## src/rtl/aes_round_ctrl_if.sv

```systemverilog
// Handshake and datapath-control bundle between the AES round controller
// and its block source, result sink and datapath.
interface aes_round_ctrl_if;
    logic       in_valid;
    logic       in_ready;
    logic       out_valid;
    logic       out_ready;
    logic       load_en;
    logic       round_en;
    logic       final_en;
    logic       key_en;
    logic       busy;
    logic [3:0] round;

    modport master (
        output in_valid, out_ready,
        input  in_ready, out_valid, load_en, round_en, final_en, key_en, busy, round
    );

    modport slave (
        input  in_valid, out_ready,
        output in_ready, out_valid, load_en, round_en, final_en, key_en, busy, round
    );
endinterface

```

## src/rtl/aes_round_ctrl.sv

```systemverilog
// AES round sequencer: INIT (key whitening), NUM_ROUNDS-1 full rounds, final round, DONE.
// Define AES_ROUND_CTRL_ABORT_EN to add an abort input that cancels a run in progress.
module aes_round_ctrl #(
    parameter int NUM_ROUNDS = 10
) (
    input logic clk,
    input logic arst,
`ifdef AES_ROUND_CTRL_ABORT_EN
    input logic abort,
`endif
    aes_round_ctrl_if.slave bus
);
    typedef enum logic [2:0] {IDLE, INIT, ROUND, FINAL, DONE} state_t;

    localparam logic [3:0] LAST      = 4'(NUM_ROUNDS);
    localparam logic [3:0] LAST_FULL = 4'(NUM_ROUNDS - 1);

    state_t     state, nxt;
    logic [3:0] round_q, nxt_round;
    logic       abort_i;

`ifdef AES_ROUND_CTRL_ABORT_EN
    assign abort_i = abort;
`else
    assign abort_i = 1'b0;
`endif

    always_comb begin
        nxt       = state;
        nxt_round = round_q;
        case (state)
            IDLE: begin
                if (bus.in_valid) begin
                    nxt       = INIT;
                    nxt_round = 4'd0;
                end
            end
            INIT: begin
                if (abort_i) begin
                    nxt       = IDLE;
                    nxt_round = 4'd0;
                end else begin
                    nxt       = ROUND;
                    nxt_round = 4'd1;
                end
            end
            ROUND: begin
                if (abort_i) begin
                    nxt       = IDLE;
                    nxt_round = 4'd0;
                end else if (round_q >= LAST_FULL) begin
                    nxt       = FINAL;
                    nxt_round = LAST;
                end else begin
                    nxt_round = round_q + 4'd1;
                end
            end
            FINAL: begin
                if (abort_i) begin
                    nxt       = IDLE;
                    nxt_round = 4'd0;
                end else begin
                    nxt = DONE;
                end
            end
            DONE: begin
                if (bus.out_ready) begin
                    nxt       = IDLE;
                    nxt_round = 4'd0;
                end
            end
            default: begin
                nxt       = IDLE;
                nxt_round = 4'd0;
            end
        endcase
    end

    // Outputs are registered from the next state so they reflect the state they sit in.
    always_ff @(posedge clk) begin
        if (!arst) begin
            state         <= IDLE;
            round_q       <= 4'd0;
            bus.in_ready  <= 1'b1;
            bus.busy      <= 1'b0;
            bus.load_en   <= 1'b0;
            bus.round_en  <= 1'b0;
            bus.final_en  <= 1'b0;
            bus.key_en    <= 1'b0;
            bus.out_valid <= 1'b0;
        end else begin
            state         <= nxt;
            round_q       <= nxt_round;
            bus.in_ready  <= (nxt == IDLE);
            bus.busy      <= (nxt != IDLE);
            bus.load_en   <= (nxt == INIT);
            bus.round_en  <= (nxt == ROUND);
            bus.final_en  <= (nxt == FINAL);
            bus.key_en    <= (nxt == ROUND) || (nxt == FINAL);
            bus.out_valid <= (nxt == DONE);
        end
    end

    assign bus.round = round_q;
endmodule

```

## src/flat_wrapper.sv

```systemverilog
// flat-port wrapper written by rule: the top's interface ports become plain ports
module aes_round_ctrl_flat 
#(
    parameter int NUM_ROUNDS = 10
)
  (clk, arst, bus_in_valid, bus_out_ready, bus_in_ready, bus_out_valid, bus_load_en, bus_round_en, bus_final_en, bus_key_en, bus_busy, bus_round);
  aes_round_ctrl_if bus_i ();
  input logic clk;
  input logic arst;
  input wire logic [$bits(bus_i.in_valid)-1:0] bus_in_valid;
  input wire logic [$bits(bus_i.out_ready)-1:0] bus_out_ready;
  output wire logic [$bits(bus_i.in_ready)-1:0] bus_in_ready;
  output wire logic [$bits(bus_i.out_valid)-1:0] bus_out_valid;
  output wire logic [$bits(bus_i.load_en)-1:0] bus_load_en;
  output wire logic [$bits(bus_i.round_en)-1:0] bus_round_en;
  output wire logic [$bits(bus_i.final_en)-1:0] bus_final_en;
  output wire logic [$bits(bus_i.key_en)-1:0] bus_key_en;
  output wire logic [$bits(bus_i.busy)-1:0] bus_busy;
  output wire logic [$bits(bus_i.round)-1:0] bus_round;
  assign bus_i.in_valid = bus_in_valid;
  assign bus_i.out_ready = bus_out_ready;
  assign bus_in_ready = bus_i.in_ready;
  assign bus_out_valid = bus_i.out_valid;
  assign bus_load_en = bus_i.load_en;
  assign bus_round_en = bus_i.round_en;
  assign bus_final_en = bus_i.final_en;
  assign bus_key_en = bus_i.key_en;
  assign bus_busy = bus_i.busy;
  assign bus_round = bus_i.round;
  aes_round_ctrl #(.NUM_ROUNDS(NUM_ROUNDS)) u_core (.clk(clk), .arst(arst), .bus(bus_i));
endmodule
```

## config.mk

```make
export PLATFORM = sky130hd
export DESIGN_NAME = aes_round_ctrl_flat
export DESIGN_NICKNAME = d
export VERILOG_FILES = /design/src/rtl/aes_round_ctrl_if.sv /design/src/rtl/aes_round_ctrl.sv /design/src/flat_wrapper.sv
export SDC_FILE = /design/constraint.sdc
export NUM_CORES = 1
export LEC_CHECK = 0
export BUFFER_PORTS_ARGS = -buffer_cell sky130_fd_sc_hd__buf_2
export CAP_MARGIN = 20
export CELL_PAD_IN_SITES_DETAIL_PLACEMENT = 1
export CELL_PAD_IN_SITES_GLOBAL_PLACEMENT = 1
export CORE_ASPECT_RATIO = 0.7
export CORE_UTILIZATION = 35
export CTS_CLUSTER_DIAMETER = 60
export DETAILED_ROUTE_END_ITERATION = 8
export HOLD_SLACK_MARGIN = 0.08
export PLACE_DENSITY_LB_ADDON = 0.1
export SETUP_SLACK_MARGIN = 0.1
export SYNTH_ARGS = -nofsm -noshare
export SYNTH_HDL_FRONTEND = slang
export SYNTH_SLANG_ARGS = --single-unit
```

## constraint.sdc

```tcl
create_clock -name clk -period 2.5 [get_ports clk]
set_input_delay 0.375 -clock clk [delete_from_list [all_inputs] [get_ports clk]]
set_output_delay 0.375 -clock clk [all_outputs]
set_load 0.01 [all_outputs]
```

======== Word-level counts from Yosys, hierarchy flattened ========
Cells that the tools add are included.
cells by class
  add/subtract/negate cells ............... 1
  multiply operators ...................... 0
  divide/modulo/power cells ............... 0
  magnitude comparators ................... 1
  eq/ne operators ......................... 10
  shift operators ......................... 0
  multiplexer cells ....................... 8
  bitwise logic cells ..................... 1
  reductions and logical operators ........ 5
operators with widths
  operator                                             count
  case mux 4 bit (5 select lines)                      1
  case mux 3 bit (5 select lines)                      1
  equality test 3 x 2 -> 1 bit, second input constant  4
  2-to-1 mux 4 bit                                     3
  2-to-1 mux 3 bit                                     3
  equality test 3 x 1 -> 1 bit, second input constant  2
  equality test 3 bit, second input constant           2
  logical NOT 3 bit                                    2
  adder 4 x 1 -> 4 bit, second input constant          1
  >= comparator 4 bit, second input constant           1
  inequality test 2 bit, second input constant         2
  AND reduction 3 bit                                  1
  nonzero test 3 bit                                   1
  logical OR 1 bit                                     1
  inverter 1 bit                                       1
word-level totals
  flip-flop bits (word level) ............. 14
  bits in latches ......................... 0
  RAM bits ................................ 0
  bits in read-only memories .............. 0
  input bits .............................. 4
  output and inout bits ................... 11
  memories kept ........................... 0

======== Logic depth before layout (Yosys ltp) ========
Gate-level depths: netlist of the first run.
  depth in word-level cells ............... 5
  mapped depth ............................ 6
  mapped depth without buffers ............ 6

======== Worst setup path after synthesis of the first run ========
No wires, ideal clock.
  kind .................................... flip-flop to flip-flop
  start point ............................. reg u_core.round_q[0], in the netlist u_core.bus.round[0]
  end point ............................... reg u_core.round_q[0], in the netlist u_core.bus.round[0]
  data arrival time ....................... 1.248 ns
  data required time ...................... 2.376 ns
  path slack .............................. 1.128 ns
  stages on the path, launching flop included .. 7
  path buffers ............................ 0
  clock period less this slack ............ 1.372 ns
  cell sequence ........................... dfxtp_1 inv_1 ha_1 nand2b_1 o21ai_1 a311oi_1 a21oi_1
on the way
  longest elaborated chain between the ends .. 3
ends and longest elaborated chain
  what                                                         line                                        RTL
  start: declaration                                           aes_round_ctrl.sv:19                        logic [3:0] round_q, nxt_round;
  start signal: assignment                                     aes_round_ctrl.sv:93                        round_q <= nxt_round;
  adder 4 x 1 -> 4 bit or >= comparator 4 bit (tied branches)  aes_round_ctrl.sv:55, aes_round_ctrl.sv:51
  2-to-1 mux 4 bit (*)                                         aes_round_ctrl.sv:51                        end else if (round_q >= LAST_FULL) begin
  case mux 4 bit (5 select lines) (*)                          aes_round_ctrl.sv:31                        case (state)
Mark *: on every way between the ends. The rest lies on a longest branch, timed or not.
A chain may end at the register's enable or synchronous reset.

======== Worst setup path in the final report of the first run ========
Same ends and word-level chain as after synthesis.

==> results of run 1 <==
==> cells in the mapped netlist <==
master | instances | area share, %
a21oi_1 | 8 | 6.0
a2bb2oi_2 | 1 | 2.3
a311oi_1 | 1 | 1.3
a41oi_1 | 1 | 1.3
buf_4 | 1 | 1.1
buf_6 | 2 | 3.4
dfxtp_1 | 14 | 42
ha_1 | 3 | 5.7
inv_1 | 4 | 2.3
mux2i_1 | 2 | 3.0
nand2_1 | 3 | 1.7
nand2b_1 | 6 | 5.7
nand2b_4 | 1 | 2.1
nor2_1 | 7 | 4.0
nor2b_1 | 1 | 0.94
nor3_1 | 3 | 2.3
nor3_2 | 1 | 1.5
nor4b_1 | 1 | 1.3
nor4b_4 | 1 | 3.6
o21a_1 | 3 | 3.4
o21ai_1 | 2 | 1.5
o22ai_1 | 1 | 0.94
o31ai_1 | 1 | 1.1
o32ai_1 | 1 | 1.3
==> sequential cells by signal (all words and copies together), names as in the netlist <==
signal,count
u_core.bus.round,4
u_core.bus.final_en,1
u_core.bus.load_en,1
u_core.state,3
u_core.bus.key_en,1
u_core.bus.out_valid,1
u_core.bus.in_ready,1
u_core.bus.busy,1
u_core.bus.round_en,1
==> power breakdown <==
part | leakage (nW) | switching [mW] | internal, mW | total [mW]
logic | 0.185 | 0.0355 | 0.0276 | 0.0631
clock network | 0.0210 | 0.0771 | 0.0887 | 0.166
registers | 0.115 | 0.0134 | 0.234 | 0.248
==> stage by stage <==
step / cells / hold slack (ps) / utilization, %
floorplan: 69 / 484 / -
global placement: 101 / 587 / 43.4
detailed placement: 101 / 556 / 43.4
CTS: 105 / 376 / 45.5
global route: 105 / 369 / 45.5
finish: 105 / 382 / 45.5
==> critical path: cells and delay by family, from the launching register on <==
kind | cells | cell delay, ps
adders and majority gates | 1 | 210
buffers and inverters | 1 | 110
AOI/OAI and AO/OA | 3 | 520
DFF | 1 | 440
and+or+nand+nor | 1 | 120
==> metal layers <==
layer	routed length (um)	track usage [%]	vias up
met2	571	22.5	12
met1	791	23.6	251
li1	-	-	274
met3	66	7.14	2
met5	0	0	-
met4	4	5.77	0
==> cell type report <==
class,instances,area [um^2]
inverters,4,15.0
multi-input cells,48,338
flip-flops and latches,14,280
fillers,205,916
clock buffers,4,36.3
repair buffers,14,70.1
well taps,21,26.3
==> cells by family after synthesis <==
kind of cell / Yosys count
DFF: 14
muxes: 2
adders and majority gates: 3
AOI/OAI and AO/OA: 19
and+or+nand+nor: 24
buffers and inverters: 7
==> worst paths after layout <==
| kind | cells past startpoint | to | start | slack (ps) |
|---|---|---|---|---|
| max | 6 | u_core.bus.round[0] | u_core.bus.round[0] | 990 |
| min | 2 | u_core.state[2] | arst | 380 |
| max reg2reg | 6 | u_core.bus.round[0] | u_core.bus.round[0] | 990 |
| min reg2reg | 2 | u_core.bus.round[2] | u_core.bus.round[2] | 550 |
==> results.toml, run 1 <==
[sta]
worstMarginPinSlew_ps = 454
skew_ps = 5.90
hold_violations = 0
slew_violations = 0
tns_ps = 0
setup_viol = 0
period_share_pct = 60.4
grt_setup_unrepaired = "false"
clock.fmax_mhz = 663
timing.final.ws_setup_ps = 991
min_period_ps = 1510
timing.slew.headroom_pct = 69.7

[routing]
ant_nets = 0
drt-pass1-iter-count = 2
viasPerCell = 5.13
drc = 0
drtIter0Drc = 1
wl_per_cell_um = 13.6
drt_wl_total_mm = 1.43
vias = 539

[synthesis]
synthXorXnorAreaFrac_pct = 0
synth_cell_types = 24
syn_area_um2 = 663
synth_fp_nets = 76
synthMuxAreaShare_pct = 3.02
synth_top_family_by_area = "simple AND/OR/NAND/NOR gates"
synth-simple-area-share_pct = 23.0
syn_area_per_cell_um2 = 9.61
synthAdderAreaFrac_pct = 5.66
synth_compound_area_share_pct = 19.2
seq_area_frac_synth_pct = 42.3
ys_ff_latch = 14
synthCells = 69
ys_warn_count = 0

[run]
drv_cap = 0

[floorplan]
ioPinCount = 15
rows = 12
die_y_um = 38.4
chipWidth_um = 54.0
fp.coreArea_mm2 = 0.00168
die-area_mm2 = 0.00208
start_util_pct = 39.4

[global_route]
grt_max_degree = 11
grt_pass1_vias = 480
grt_pass1_wl_mm = 2.34
grtUsageTotal_pct = 16.9
antenna_found_initial = 0
grt-ovfl-total = 0

[placed_design]
port_buffers = 14
hpwl_mm = 1.09
gp_congestion = 0.771
postPlaceCellArea_um2 = 729
post-place-ws_ps = 1000

[critical_path]
cp-end-kind = "flip-flop"
worstPathArrival_ps = 1690
crit_fanout = 6
critical_path_class = "reg2reg"
crit_required_ps = 2680
cp-start-kind = "flip-flop"
cp_slowest_stage_delay_ps = 440
path_cells = "inv_1, ha_1, nand2b_1, o21ai_1, a311oi_1, a21oi_1"
slowest_stage = "dfxtp_1"

[clock_tree]
clk_pin_slew_ps = 90
htreeDepth = 1
tritoncts = "done"
post_cts_buffers = 0
post_cts_resized = 0
numClockSinks = 14
clock_latency_ps = 280
clk_path_buf_depth = 2
cts_buffers = 3
cts-root-buf = "clkbuf_4"
hold_buffers = 0

[status]
status = "finished, final reports clean"

[power]
ir_worst_vdd_uv = 325
powerDensity_mw_per_mm2 = 622
p_leak_nw = 0.320
power.total_mw = 0.477

[cells_and_area]
final_area_um2 = 766
nets = 92
diodes = 0
final_cell_mix = "buf_2, dfxtp_1, a21oi_1, nor2_1, nand2b_1"
area.growth.synth_to_final_pct = 15.5
layout-drive-gt1-share_pct = 26.2

[worst_hold_path]
hold_class = "in2reg"
Power figures use the tool's default switching activity.
==> run 2, diff against run 1 <==
==> constraint.sdc (replaced) <==
create_clock -name clk -period 1.5 [get_ports clk]
set_input_delay 0.225 -clock clk [delete_from_list [all_inputs] [get_ports clk]]
set_output_delay 0.225 -clock clk [all_outputs]
set_load 0.01 [all_outputs]
==> run 2 against run 1 <==
- power grew 71%
- final cell count increased by 4.8%
- core utilization rose by 3.9 points
- global-route usage up 2.1 points
- non-clock buffer count rose by 5
- wire length up 12%
- sequential share of layout area fell by 2.3 points
- flip-flop and latch count did not move
- register-to-register slack worse by 820 ps
==> results.toml, run 2 (synthesized netlist as in run 1, its figures left out) <==
[status]
status = "finished, final reports clean"

[clock_tree]
cts-root-buf = "clkbuf_4"
clk_path_buf_depth = 2
hold_buffers = 0
numClockSinks = 14
cts_buffers = 3
htreeDepth = 1
tritoncts = "done"
clock_latency_ps = 280
clk_pin_slew_ps = 90

[cells_and_area]
layout_commonest_cell = "buf_2"
diodes = 0
layout-drive-gt1-share_pct = 37.1
nets = 97
stdcell_count = 110
area.growth.synth_to_final_pct = 25.3
final_cell_mix = "buf_2, dfxtp_1, a21oi_1, nor2_1"
largest_reg_flops = 4

[critical_path]
crit_required_ps = 1670
path_cells = "mux2i_1, a2bb2oi_2, a41oi_1, nor3_2"
worstPathArrival_ps = 1500
slowest_stage = "dfxtp_1"
cp-start-kind = "flip-flop"
cp-end-kind = "flip-flop"
cp_slowest_stage_delay_ps = 440
crit_fanout = 6
critical_path_class = "reg2reg"

[floorplan]
die-area_mm2 = 0.00208
ioPinCount = 15
start_util_pct = 39.4
fp.coreArea_mm2 = 0.00168
die_y_um = 38.4
chipWidth_um = 54.0
rows = 12

[sta]
hold_violations = 0
period_share_pct = 88.6
worstMarginPinSlew_ps = 267
tns_ps = 0
slew_violations = 0
grt_setup_unrepaired = "false"
min_period_ps = 1330
timing.slew.headroom_pct = 82.0
clock.fmax_mhz = 752
setup_viol = 0
skew_ps = 2.09

[power]
powerDensity_mw_per_mm2 = 984
p_leak_nw = 0.355
ir_worst_vdd_uv = 671

[routing]
viasPerCell = 5.09
drc = 0
top_layer = "met3"
wl_met3_um = 56
wl_met2_um = 687
vias = 560
ant_nets = 0
drt_wl_total_mm = 1.61
drtIter0Drc = 4
routedLengthMet1_um = 864
drt-pass1-iter-count = 6
wl_per_cell_um = 14.6

[global_route]
antenna_found_initial = 0
grtUsageTotal_pct = 19.0
grt_pass1_wl_mm = 2.61
grt_pass1_vias = 542
grt-ovfl-total = 0
grt_max_degree = 9

[placed_design]
hpwl_mm = 1.11
dp_cells = 105
gp_congestion = 0.800
port_buffers = 14

[run]
drv_cap = 0

[worst_hold_path]
hold_class = "in2reg"
run 2: layout make-up:
| type | instances | area [um^2] |
|---|---|---|
| Fill cell | 207 | 851 |
| Clock buffer | 4 | 36.3 |
| Timing Repair Buffer | 19 | 108 |
| Inverter | 4 | 15.0 |
| Multi-Input combinational cell | 48 | 360 |
| Sequential cell | 14 | 285 |
| Tap cell | 21 | 26.3 |
run 2: worst paths after layout:
kind / start / to / slack, ps / cells past startpoint
max reg2reg: u_core.state[2] / u_core.bus.round[3] / 170 / 4
min: arst / u_core.state[2] / 230 / 2
min reg2reg: u_core.bus.round[1] / u_core.bus.round[1] / 570 / 2
max: u_core.state[2] / u_core.bus.round[3] / 170 / 4
run 2: stage by stage:
step	hold slack (ps)	instance area, um^2	worst slack (ps)	util [%]	power (mW)
after floorplan	334	663	128	-	0.496
after global placement	518	759	109	45.2	0.535
after detailed placement	529	759	30.5	45.2	0.536
after CTS	230	797	106	47.4	0.810
after global routing	218	831	77.1	49.4	0.867
final	231	831	171	49.4	0.817
run 2: layer usage:
metal,vias to the layer above,GRT usage [%]
met5,-,0
met3,0,7.14
li1,283,-
met4,0,5.77
met1,268,27.4
met2,9,25.3
run 2: where the power goes:
group          switching [mW]  internal [mW]
Sequential             0.0144          0.391
Combinational          0.0779         0.0616
Clock                   0.124          0.148
run 2: what timing repair did:
| item | CTS | global route |
|---|---|---|
| pin swaps | 1 | 1 |
| setup buffers | 0 | 1 |
| endpoints found under the setup margin | 1 | 4 |
| gates resized for setup | 1 | 6 |
run 2: critical path: cells and delay by family (launching register included):
kind	cells	cell delay [ps]
multiplexers	1	280
AO/OA/AOI/OAI	2	430
AND/OR/NAND/NOR	1	70
flip-flops	1	440
